--- src/rtl/paddle_engine.sv ---
// paddle_engine
//   Paddle controller and pixel generator for the pong VGA path. Each frame
//   erases the paddle at its old origin/width, waits a programmable move
//   interval, applies one clamped step, then redraws at the new origin with
//   the width latched at go. One pixel per clock on the shared write port.
//
// Optional feature macro: PADDLE_AI_TRACK_EN
//   Adds ai_mode/target_x. With ai_mode=1 the direction comes from comparing
//   target_x to the paddle centre instead of left/right.
//
// Ports
//   clk             system clock
//   resetn          synchronous active-low reset
//   go              start one frame (sampled only in IDLE)
//   left, right     move requests (sampled in the MOVE cycle)
//   paddle_width    extra pixels beyond origin (drawn width = value + 1)
//   ai_mode         (PADDLE_AI_TRACK_EN only) select target tracking
//   target_x        (PADDLE_AI_TRACK_EN only) column to track
//   writeEn         pixel write strobe
//   x_out, y_out    pixel coordinates (valid while writeEn = 1)
//   color_out       pixel colour (0 while erasing, COLOR while drawing)
//   x_paddle_origin committed origin, for collision logic
//   busy            high in every state except IDLE
//   done            high throughout DONE
module paddle_engine #(
  parameter int unsigned X_INIT        = 75,
  parameter int unsigned Y_POS         = 12,
  parameter int unsigned X_MIN         = 51,
  parameter int unsigned X_MAX         = 110,
  parameter int unsigned HEIGHT        = 1,
  parameter int unsigned STEP          = 1,
  parameter int unsigned MOVE_CYCLES   = 10000000,
  parameter int unsigned SETTLE_CYCLES = 32,
  parameter logic [2:0]  COLOR         = 3'b010
) (
  input  logic       clk,
  input  logic       resetn,
  input  logic       go,
  input  logic       left,
  input  logic       right,
  input  logic [3:0] paddle_width,
`ifdef PADDLE_AI_TRACK_EN
  input  logic       ai_mode,
  input  logic [7:0] target_x,
`endif
  output logic       writeEn,
  output logic [7:0] x_out,
  output logic [6:0] y_out,
  output logic [2:0] color_out,
  output logic [7:0] x_paddle_origin,
  output logic       busy,
  output logic       done
);

  localparam int unsigned TMAX = (MOVE_CYCLES > SETTLE_CYCLES) ? MOVE_CYCLES : SETTLE_CYCLES;
  localparam int unsigned TW   = (TMAX < 2) ? 1 : $clog2(TMAX + 1);

  localparam logic [TW-1:0] MOVE_LAST   = TW'(MOVE_CYCLES - 1);
  localparam logic [TW-1:0] SETTLE_LAST = TW'(SETTLE_CYCLES - 1);
  localparam logic [2:0]    ROW_LAST    = 3'(HEIGHT - 1);

  // Signed 10-bit working range so that neither origin+STEP nor X_MAX-width
  // can wrap at any boundary.
  localparam logic signed [9:0] XMIN_S = 10'(X_MIN);
  localparam logic signed [9:0] XMAX_S = 10'(X_MAX);
  localparam logic signed [9:0] STEP_S = 10'(STEP);

  typedef enum logic [2:0] {
    S_IDLE,
    S_ERASE,
    S_MOVE_WAIT,
    S_MOVE,
    S_DRAW,
    S_DONE
  } state_t;

  state_t        state_q;
  logic [7:0]    x_pos_q;
  logic [7:0]    x_pos_d;
  logic [3:0]    w_drawn_q;
  logic [3:0]    w_new_q;
  logic [3:0]    col_q;
  logic [2:0]    row_q;
  logic [TW-1:0] timer_q;
  logic          writeEn_q;
  logic          busy_q;
  logic          done_q;
  logic [2:0]    color_q;

  logic          col_last;
  logic          row_last;
  logic          mv_left;
  logic          mv_right;

  logic signed [9:0] cur_s;
  logic signed [9:0] rlim;
  logic signed [9:0] cand;

  assign col_last = (col_q == w_drawn_q);
  assign row_last = (row_q == ROW_LAST);

  // Direction select
`ifdef PADDLE_AI_TRACK_EN
  logic [9:0] centre;
  always_comb begin
    centre   = {2'b00, x_pos_q} + {7'b0, w_new_q[3:1]};
    mv_left  = left;
    mv_right = right;
    if (ai_mode) begin
      mv_right = ({2'b00, target_x} > centre);
      mv_left  = ({2'b00, target_x} < centre);
    end
  end
`else
  always_comb begin
    mv_left  = left;
    mv_right = right;
  end
`endif

  // Clamped step. The right limit is applied even with no request so that a
  // wider paddle is pulled back inside X_MAX; an impossible right limit
  // (below X_MIN) pins the origin to X_MIN.
  always_comb begin
    cur_s = $signed({2'b00, x_pos_q});
    rlim  = XMAX_S - $signed({6'b000000, w_new_q});
    cand  = cur_s;
    if (mv_right && !mv_left) begin
      cand = cur_s + STEP_S;
    end else if (mv_left && !mv_right) begin
      cand = cur_s - STEP_S;
      if (cand < XMIN_S) cand = XMIN_S;
    end
    if (cand > rlim) cand = rlim;
    if (rlim < XMIN_S) cand = XMIN_S;
    x_pos_d = cand[7:0];
  end

  always_ff @(posedge clk) begin
    if (!resetn) begin
      state_q   <= S_IDLE;
      x_pos_q   <= 8'(X_INIT);
      w_drawn_q <= '0;
      w_new_q   <= '0;
      col_q     <= '0;
      row_q     <= '0;
      timer_q   <= '0;
      writeEn_q <= 1'b0;
      busy_q    <= 1'b0;
      done_q    <= 1'b0;
      color_q   <= '0;
    end else begin
      case (state_q)
        S_IDLE: begin
          if (go) begin
            w_new_q   <= paddle_width;
            state_q   <= S_ERASE;
            writeEn_q <= 1'b1;
            busy_q    <= 1'b1;
            color_q   <= '0;
          end
        end

        S_ERASE: begin
          if (col_last) begin
            col_q <= '0;
            if (row_last) begin
              row_q     <= '0;
              state_q   <= S_MOVE_WAIT;
              writeEn_q <= 1'b0;
            end else begin
              row_q <= row_q + 3'd1;
            end
          end else begin
            col_q <= col_q + 4'd1;
          end
        end

        S_MOVE_WAIT: begin
          if (timer_q == MOVE_LAST) begin
            timer_q <= '0;
            state_q <= S_MOVE;
          end else begin
            timer_q <= timer_q + 1'b1;
          end
        end

        S_MOVE: begin
          x_pos_q   <= x_pos_d;
          w_drawn_q <= w_new_q;
          state_q   <= S_DRAW;
          writeEn_q <= 1'b1;
          color_q   <= COLOR;
        end

        S_DRAW: begin
          if (col_last) begin
            col_q <= '0;
            if (row_last) begin
              row_q     <= '0;
              state_q   <= S_DONE;
              writeEn_q <= 1'b0;
              color_q   <= '0;
              done_q    <= 1'b1;
            end else begin
              row_q <= row_q + 3'd1;
            end
          end else begin
            col_q <= col_q + 4'd1;
          end
        end

        S_DONE: begin
          if (timer_q == SETTLE_LAST) begin
            timer_q <= '0;
            state_q <= S_IDLE;
            done_q  <= 1'b0;
            busy_q  <= 1'b0;
          end else begin
            timer_q <= timer_q + 1'b1;
          end
        end

        default: begin
          state_q   <= S_IDLE;
          writeEn_q <= 1'b0;
          busy_q    <= 1'b0;
          done_q    <= 1'b0;
          color_q   <= '0;
        end
      endcase
    end
  end

  assign writeEn         = writeEn_q;
  assign busy            = busy_q;
  assign done            = done_q;
  assign color_out       = color_q;
  assign x_out           = x_pos_q + {4'b0000, col_q};
  assign y_out           = 7'(Y_POS) + {4'b0000, row_q};
  assign x_paddle_origin = x_pos_q;

endmodule

--- config.mk ---
export PLATFORM = sky130hd
export DESIGN_NAME = paddle_engine
export DESIGN_NICKNAME = d
export VERILOG_FILES = /design/src/rtl/paddle_engine.sv
export SDC_FILE = /design/constraint.sdc
export NUM_CORES = 1
export LEC_CHECK = 0
export BUFFER_PORTS_ARGS = -buffer_cell sky130_fd_sc_hd__buf_2
export CORE_MARGIN = 10
export CORE_UTILIZATION = 59
export CTS_CLUSTER_DIAMETER = 40
export CTS_CLUSTER_SIZE = 24
export DETAILED_ROUTE_END_ITERATION = 7
export PLACE_DENSITY = 0.78
export SYNTH_ARGS = -nofsm -noshare
export SYNTH_HDL_FRONTEND = slang
export SYNTH_SLANG_ARGS = --single-unit
--- constraint.sdc ---
create_clock -name clk -period 4.9 [get_ports clk]
set_input_delay 0 -clock clk [delete_from_list [all_inputs] [get_ports clk]]
set_output_delay 0 -clock clk [all_outputs]
set_load 0.05 [all_outputs]
Word-level counts from Yosys, hierarchy flattened
Index checks and enable logic that the tools add are counted.
{"block": "word_totals", "reg_bits": 56, "inputBits": 9, "out_inout_bits": 29, "word_cells": 93}
{"block": "op_classes", "addsub": 8, "magnitude_cmp": 3, "n_eq_ne": 17, "mux": 31, "bitwise_logic": 4, "reduce_logical": 19}
{"cell": "2-to-1 mux 24 bit", "count": 2}
{"cell": "one-hot mux 24 bit (2 select lines)", "count": 1}
{"cell": "2-to-1 mux 3 bit", "count": 11}
{"cell": "2-to-1 mux 10 bit", "count": 3}
{"cell": "adder 24 x 1 -> 24 bit (second input constant)", "count": 1}
{"cell": "== test 24 bit (second input constant)", "count": 1}
{"cell": "== test 24 x 5 -> 1 bit (second input constant)", "count": 1}
{"cell": "one-hot mux 3 bit (6 select lines)", "count": 1}
{"cell": "2-to-1 mux 8 bit", "count": 2}
{"cell": "!= test 2 bit (second input constant)", "count": 7}
{"cell": "one-hot mux 3 bit (4 select lines)", "count": 1}
{"cell": "AND reduction 4 bit", "count": 3}
{"cell": "greater-than comparator 10 x 8 -> 1 bit", "count": 1}
{"cell": "adder 8 x 1 -> 9 bit (second input constant)", "count": 1}
{"cell": "< comparator 9 x 7 -> 1 bit (second input constant)", "count": 1}
{"cell": "subtractor 8 x 1 -> 9 bit (second input constant)", "count": 1}
{"cell": "adder 8 x 4 -> 8 bit", "count": 1}
{"cell": "< comparator 8 x 7 -> 1 bit (second input constant)", "count": 1}
{"cell": "OR reduction 4 bit", "count": 2}
{"cell": "subtractor 7 x 4 -> 8 bit (first input constant)", "count": 1}
{"cell": "AND reduction 7 bit", "count": 1}
{"cell": "== test 3 x 2 -> 1 bit (second input constant)", "count": 2}
{"cell": "== test 3 bit (second input constant)", "count": 2}
{"cell": "logical NOT 3 bit", "count": 2}
{"cell": "18 further kinds", "count": 32}

Depth between registers and ports, before layout
Gate-level depths: netlist of the first run.
{"block": "depth", "depth_word": 8, "depth_mapped": 20, "ltp_nobuf": 20}

Worst setup path before layout of the first run
Ideal clock, no wire load.
{"block": "synth_timing", "path_type": "register to register", "start": "register x_pos_q[1], in the netlist x_paddle_origin[1]", "end": "register x_pos_q[1], in the netlist x_paddle_origin[1]", "setup_ps": 122, "arrival_ps": 4547, "required_ps": 4778, "setup_slack_ps": 232, "path_stages_with_launch": 20, "n_path_buf": 0, "synth_period_minus_slack_ps": 4668, "cell_sequence": "dfxtp_1 inv_1 ha_1 a211oi_1 a2111oi_0 o21ai_0 o21ai_0 a32oi_1 o22ai_1 ha_1 nand2b_2 o21ai_0 a22oi_1 ha_1 a21oi_1 a21boi_0 o32ai_1 o221a_4 nor2_1 o311a_1"}
{"block": "synth_via", "elab_chain_len": 8, "word_cells_on_any_way": 9, "classes_between": "add/sub (2); order compare (2); mux (5)"}
{"element": "start, declared", "line_no": "78", "rtl": "logic [7:0] x_pos_q;"}
{"element": "start signal, assigned", "line_no": "142", "rtl": "x_pos_q <= 8'(X_INIT);"}
{"element": "start signal, assigned", "line_no": "189", "rtl": "x_pos_q <= x_pos_d;"}
{"element": "subtractor 8 x 1 -> 9 bit", "line_no": "131", "rtl": "cand = cur_s - STEP_S;"}
{"element": "< comparator 9 x 7 -> 1 bit", "line_no": "132", "rtl": "if (cand < XMIN_S) cand = XMIN_S;"}
{"element": "2-to-1 mux 10 bit", "line_no": "132"}
{"element": "2-to-1 mux 10 bit", "line_no": "130", "rtl": "end else if (mv_left && !mv_right) begin"}
{"element": "2-to-1 mux 10 bit *", "line_no": "128", "rtl": "if (mv_right && !mv_left) begin"}
{"element": "greater-than comparator 10 x 8 -> 1 bit", "line_no": "134", "rtl": "if (cand > rlim) cand = rlim;"}
{"element": "2-to-1 mux 8 bit *", "line_no": "134"}
{"element": "2-to-1 mux 8 bit *", "line_no": "135", "rtl": "if (rlim < XMIN_S) cand = XMIN_S;"}
Mark *: on every way between the ends. The rest lies on a longest branch, timed or not.
A chain may end at the register's enable or synchronous reset.

Worst setup path in the final report of the first run
{"block": "layout_timing", "start": "register x_pos_q[1], in the netlist x_paddle_origin[1]", "end": "register x_pos_q[2], in the netlist x_paddle_origin[2]"}
Same word-level chain as after synthesis.

==> results by group, run 1 <==
Run status
  • Outcome: finished clean

Floorplanning
  • Die H: roughly 99 um
  • # IOs: 38
  • Die Wd: just under 100 um
  • Initial Utilization: roughly three fifths
  • Row count: 28
  • Core ar.: 5960 sq um
  • Die area: approximately 10000 sq um

Synthesis
  • Syn Inst Count: 460
  • Synthesis Warnings: 0
  • Largest family of logic cells by synthesized area: simple AND/OR/NAND/NOR gates
  • Multiplexer share of the synthesized area: 0.548%
  • Post-synthesis cell type count: between 70 and 80
  • Syn_area_per_cell: 7.94 sq um
  • Post-synthesis xor/xnor area fraction: 9.35%
  • Main flop type after synthesis: dfxtp_1
  • Compound-Gate Fraction of Synth Area: between 15 and 20%
  • Async set or reset register ratio after synthesis: 0%
  • Synth Register Bits: 54
  • Post-synthesis simple-gate area fraction: 29.8%
  • Post-synth EDFFs: 0
  • Mapped Area: approximately 3700 sq um
  • Adder-Cell Fraction of Synth Area: 6.71%
  • Seq/Total Area, Yosys: 29.6%

CTS
  • Clk slew on worst S/H paths: 0.08 ns
  • H-tree levels: 2
  • Clk Latency, worst-skew pair: about 0.30 ns
  • CTS tree: done
  • Sink Count: 54
  • Clock root cell: clkbuf_8
  • CTS Buf Count: 5
  • Max Buffers Root-to-Sink: 2

Placed design
  • Final GP Congestion: 0.976
  • # port buffers: 33
  • Detailed placement HPWL: ~6.4 mm
  • Placement Setup Slack: roughly 0.22 ns

STA
  • Fraction of the cycle the final worst path needs: roughly 94%
  • Tmin final: 4.61 ns
  • Fmax: 0.217 GHz
  • Final setup margin: approximately 0.29 ns
  • Least-Margin Pin Slew: 0.793 ns
  • Final max-slew violation count: 0
  • RSZ-0062 raised after global routing: no
  • Final hold vios: 0
  • Clock skew: approximately 0.011 ns
  • Worst slew margin: 47.0%
  • TNS Setup: 0 ns
  • Setup-failing EPs final: 0

Cells and area
  • Share of cells above drive strength 1: between 10 and 15%
  • ANT cells: 0
  • Final Core Density: approximately two thirds
  • Post-layout nets: between 500 and 600
  • Fill cells: 530
  • Area growth syn-to-layout: 8.67%

GRT
  • Overflow after GRT: 0
  • Global-route wire length before repair: roughly 14 mm
  • Pin count of the biggest net entering global routing: 24
  • Gr usage total: ~17%
  • Initial antenna violation count: 0
  • Vias in the first global route: about 3200

Setup path
  • Reg-to-reg startpoint: x_paddle_origin[1]
  • CP required: 5.11 ns
  • Critical Path AT: ~4.8 ns
  • Reg2Reg Depth: 18
  • Worst Setup SP: x_paddle_origin[1]
  • Worst Path Max Fanout: 8
  • Setup crit start kind: flop
  • Endpoint type of the worst setup path: flop
  • Kind of critical path: flop to flop

Detailed routing
  • Vias per cell: 6.01
  • Final wirelength: 8.74 mm
  • DRC viols: 0
  • DR vias: about 3400
  • Drt initial violations: ~250
  • 1st-pass router iterations: 4
  • DRT antenna net count: 0
  • Wire per inst: 15.6 um

Pwr
  • Max VDD drop: ~0.22 mV
  • Power density over cell area: ~310 nW/um^2
  • Leakage: approximately 0.0015 uW

Hold path
  • Hold depth: 2
  • Worst hold-check path type: primary input to flop
  • Hold_sp: resetn

Run
  • Max Cap Violations: 0
## report_power, final
part           switching (uW)  internal [uW]  total, uW
logic                     301            158        459
registers                75.5            476        551
clock network             138           98.4        237
total                     514            733       1250
## metal layers
metal,track usage [%],vias to the layer above,routed length [um]
met4,3.09,0,75
met2,29.7,75,4390
met5,0,-,0
met3,3.63,10,463
met1,20.5,1602,3820
li1,-,1691,-
## cell usage after synthesis, types with 3 or more instances
cell      number  area [sq um]
a31oi_1        4          25.0
buf_2          5          25.0
and2_1         3          18.8
nand2_1       38           143
and3_1        10          62.6
buf_4          5          37.5
o22ai_1        4          25.0
nor4_1         5          31.3
or3_1          5          31.3
inv_1         15          56.3
dfxtp_1       54          1080
nor3_1        10          50.1
o21ai_0       23           115
nor2_1        53           199
nor2b_1        7          43.8
clkbuf_1      14          52.6
a21boi_0       4          30.0
xor2_1        19           166
ha_1          18           225
a211oi_1       3          22.5
a32oi_1        3          26.3
a22oi_1        3          22.5
nor3_2         3          30.0
nand4_1        9          56.3
nand2b_1       5          31.3
and4_1         6          52.6
nand3_1       27           135
nor3b_1        4          30.0
xnor2_1       20           175
a21oi_1       33           165
## repair_timing
| item | 4_1_cts | 5_1_grt |
|---|---|---|
| hold endpoints to repair | 4 | 0 |
| buffers inserted | 0 | 2 |
| hold buffers | 4 | 0 |
| resized for setup | 0 | 3 |
| setup endpoints to repair | 0 | 5 |
## layout make-up
| class | count | area (sq um) | area share (%) |
|---|---|---|---|
| Inverter | 15 | 56.3 | 1.42 |
| Tap cell | 75 | 93.8 | 2.36 |
| Timing Repair Buffer | 45 | 265 | 6.68 |
| Clock buffer | 6 | 72.6 | 1.83 |
| Sequential cell | 54 | 1080 | 27.2 |
| Multi-Input combinational cell | 366 | 2390 | 60.3 |
| Clock inverter | 1 | 7.51 | 0.189 |
## cell families (layout without fill, tap and decap cells)
family	count (synthesis)	in the layout
simple gates	203	203
xor+xnor	39	39
fa+ha+maj	19	19
other cells	1	4
buf+inv	43	67
compound gates	99	99
flops	54	54
mux	2	2
## sequential cells by signal, summed over array words and instances, names as in the netlist
| signal | count |
|---|---|
| timer_q | 24 |
| x_paddle_origin | 8 |
| col_q | 4 |
| w_drawn_q | 4 |
| w_new_q | 4 |
| row_q | 3 |
| state_q | 3 |
| busy | 1 |
| color_out | 1 |
| done | 1 |
| writeEn | 1 |
## metrics by stage
stage / hold slack (ns) / instance area (sq um) / total power [uW] / instances
finish: 0.0337 / 3970 / 1250 / 562
global placement: 0.247 / 3820 / 994 / 549
detailed placement: 0.249 / 3820 / 1010 / 549
floorplan: 0.136 / 3660 / 912 / 463
CTS: 0.0329 / 3940 / 1240 / 560
global route: 0.0598 / 3970 / 1320 / 562
## worst max-delay path: stages, from the launching register on
cell and delay [ns]:
dfxtp_1 0.32, inv_1 0.12, ha_2 0.27, or3b_2 0.47
nor3_1 0.29, xnor2_1 0.10, a32oi_1 0.18, o22ai_1 0.10
ha_1 0.44, nor3b_4 0.08, buf_4 0.16, a211oi_1 0.51
ha_1 0.26, nand2b_1 0.07, a21oi_1 0.17, o32ai_2 0.11
o221a_4 0.25, or4_1 0.47, a31oi_1 0.15
## layout by cell type (no fill, tap or decap), types with 6 or more instances in the layout
cell,instances
a21oi_1,33
and3_1,10
and4_1,6
buf_2,33
buf_4,8
dfxtp_1,54
ha_1,17
inv_1,15
nand2_1,38
nand3_1,27
nand4_1,9
nor2_1,53
nor2b_1,7
nor3_1,10
o21ai_0,23
xnor2_1,20
xor2_1,19
## final timing paths
| path | endpoint | slack, ns |
|---|---|---|
| max | x_paddle_origin[2] | 0.29 |
| min | x_paddle_origin[6] | 0.03 |
| max reg2reg | x_paddle_origin[2] | 0.29 |
| min reg2reg | w_drawn_q[3] | 0.47 |
Power figures use the tool's default switching activity.
==> run 2: changes to the inputs <==
--- a/config.mk
+++ b/config.mk
@@ -7,11 +7,12 @@
 export LEC_CHECK = 0
 export BUFFER_PORTS_ARGS = -buffer_cell sky130_fd_sc_hd__buf_2
 export CORE_MARGIN = 10
-export CORE_UTILIZATION = 59
+export CORE_UTILIZATION = 61
+export CTS_BUF_LIST = sky130_fd_sc_hd__clkbuf_8
 export CTS_CLUSTER_DIAMETER = 40
 export CTS_CLUSTER_SIZE = 24
 export DETAILED_ROUTE_END_ITERATION = 7
-export PLACE_DENSITY = 0.78
+export PLACE_DENSITY = 0.8
 export SYNTH_ARGS = -nofsm -noshare
 export SYNTH_HDL_FRONTEND = slang
 export SYNTH_SLANG_ARGS = --single-unit
==> results by group, run 2 (synthesis results as in run 1) <==
Run status
  • Outcome: finished clean (unchanged)

Floorplanning
  • Die Wd: 97.4 um (was 98.7 um)
  • Die area: 9480 sq um (was 9740 sq um)
  • Core ar.: 5850 sq um (was 5960 sq um)
  • Row count: 28 (unchanged)
  • # IOs: 38 (unchanged)
  • Die H: 97.4 um (was 98.7 um)
  • Initial Utilization: 62.4% (was 61.3%)

Placed design
  • Cells after DPL: 550 (was 549)
  • Placed Area: 3830 sq um (was 3820 sq um)
  • # port buffers: 33 (unchanged)
  • Detailed placement HPWL: 6.04 mm (was 6.40 mm)
  • Final GP Congestion: 0.952 (was 0.976)

STA
  • Least-Margin Pin Slew: 0.752 ns (was 0.793 ns)
  • Final max-slew violation count: 0 (unchanged)
  • RSZ-0062 raised after global routing: no (unchanged)
  • Tmin final: 4.47 ns (was 4.61 ns)
  • Clock skew: 0.0125 ns (was 0.0112 ns)
  • Worst slew margin: 49.7% (was 47.0%)
  • TNS Setup: 0 ns (unchanged)
  • Fraction of the cycle the final worst path needs: 91.2% (was 94.2%)
  • Final hold vios: 0 (unchanged)
  • Setup-failing EPs final: 0 (unchanged)
  • Fmax: 0.224 GHz (was 0.217 GHz)

GRT
  • Initial antenna violation count: 0 (unchanged)
  • Gr usage total: 16.7% (was 16.8%)
  • Global-route wire length before repair: 14.2 mm (was 14.5 mm)
  • Pin count of the biggest net entering global routing: 24 (unchanged)
  • Overflow after GRT: 0 (unchanged)
  • Vias in the first global route: 3233 (was 3151)

Cells and area
  • Final cell count without fillers: 563 (was 562)
  • Area growth syn-to-layout: 8.98% (was 8.67%)
  • Final Core Density: 68.0% (was 66.6%)
  • ANT cells: 0 (unchanged)
  • Most frequent cells in the layout: dfxtp_1, nor2_1, nand2_1 (unchanged)
  • Top reg by flops: timer_q (unchanged)
  • Largest register FFs: 24 (unchanged)
  • Most common cell after layout, fill and taps aside: dfxtp_1 (unchanged)
  • Post-layout nets: 516 (was 515)
  • Share of cells above drive strength 1: 15.0% (was 14.6%)
  • Finished Cell Area: 3980 sq um (was 3970 sq um)

Detailed routing
  • Vias per cell: 6.12 (was 6.01)
  • Wire per inst: 14.8 um (was 15.6 um)
  • 1st-pass router iterations: 5 (was 4)
  • Drt initial violations: 269 (was 247)
  • DR vias: 3445 (was 3378)
  • DRT antenna net count: 0 (unchanged)
  • DRC viols: 0 (unchanged)
  • Final wirelength: 8.33 mm (was 8.74 mm)

CTS
  • Clock root cell: clkbuf_8 (unchanged)
  • Clk slew on worst S/H paths: 0.09 ns (was 0.08 ns)
  • Max Buffers Root-to-Sink: 2 (unchanged)
  • CTS Buf Count: 5 (unchanged)
  • CTS tree: done (unchanged)
  • Clk Latency, worst-skew pair: 0.30 ns (about the same)
  • H-tree levels: 2 (unchanged)
  • Sink Count: 54 (unchanged)

Setup path
  • Worst Path Max Fanout: 8 (unchanged)
  • Setup crit start kind: flop (unchanged)
  • Kind of critical path: flop to flop (unchanged)
  • Endpoint type of the worst setup path: flop (unchanged)
  • CP required: 5.12 ns (was 5.11 ns)
  • Critical Path AT: 4.69 ns (was 4.83 ns)

Pwr
  • Max VDD drop: 0.220 mV (was 0.219 mV)
  • Leakage: 0.00153 uW (was 0.00151 uW)
  • Power density over cell area: 311 nW/um^2 (was 314 nW/um^2)

Run
  • Max Cap Violations: 0 (unchanged)

Hold path
  • Worst hold-check path type: primary input to flop (unchanged)
## run 2: metal layers
layer / GRT usage (%) / wire length [um] / up-vias
met3: 3.70 / 587 / 19
met4: 3.80 / 148 / 0
met1: 19.3 / 3520 / 1586
met5: 0 / 0 / -
met2: 30.4 / 4080 / 141
li1: - / - / 1699
## run 2: power breakdown
part           internal (uW)  total (uW)  switching (uW)
clock network           96.4         235             138
registers                476         543            66.9
logic                    158         460             302
total                    730        1240             508
## run 2: metrics by stage
step / hold slack, ns / power (uW) / worst slack (ns)
CTS: 0.0191 / 1230 / 0.230
floorplan: 0.136 / 912 / 0.232
finish: 0.0340 / 1240 / 0.432
detailed placement: 0.254 / 999 / 0.263
global placement: 0.252 / 990 / 0.425
global route: 0.0377 / 1320 / 0.0394
## run 2: worst max-delay path, stage by stage (launching register included)
cell,delay [ns]
dfxtp_1,0.32
inv_1,0.11
ha_2,0.27
or3b_2,0.49
nor3_2,0.19
xnor2_1,0.09
a32oi_1,0.16
o22ai_1,0.10
ha_1,0.40
nor3b_4,0.38
a221oi_1,0.13
nor2_1,0.21
ha_1,0.20
nand3_1,0.08
a21boi_0,0.25
o32ai_2,0.15
o221a_4,0.25
or4_1,0.46
a31oi_1,0.13
## run 2: final cells by class
type                            count  area (sq um)
Clock buffer                        5          68.8
Clock inverter                      2          11.3
Fill cell                         490          1870
Inverter                           15          56.3
Multi-Input combinational cell    366          2400
Sequential cell                    54          1080
Tap cell                           75          93.8
Timing Repair Buffer               46           273
## run 2: worst paths after layout
| check | from | endpoint | slack (ns) | depth (start not counted) |
|---|---|---|---|---|
| setup / recovery | x_paddle_origin[1] | x_paddle_origin[2] | 0.43 | 18 |
| hold / removal | resetn | x_paddle_origin[6] | 0.03 | 2 |
| setup reg to reg | x_paddle_origin[1] | x_paddle_origin[2] | 0.43 | 18 |
| hold reg to reg | w_drawn_q[0] | w_drawn_q[0] | 0.48 | 2 |
## run 2: timing repair
| action | 4_1_cts | 5_1_grt |
|---|---|---|
| setup buffers | 0 | 2 |
| hold buffers | 4 | 0 |
| setup endpoints to repair | 0 | 7 |
| resized for setup | 0 | 3 |
| hold endpoints to repair | 4 | 0 |
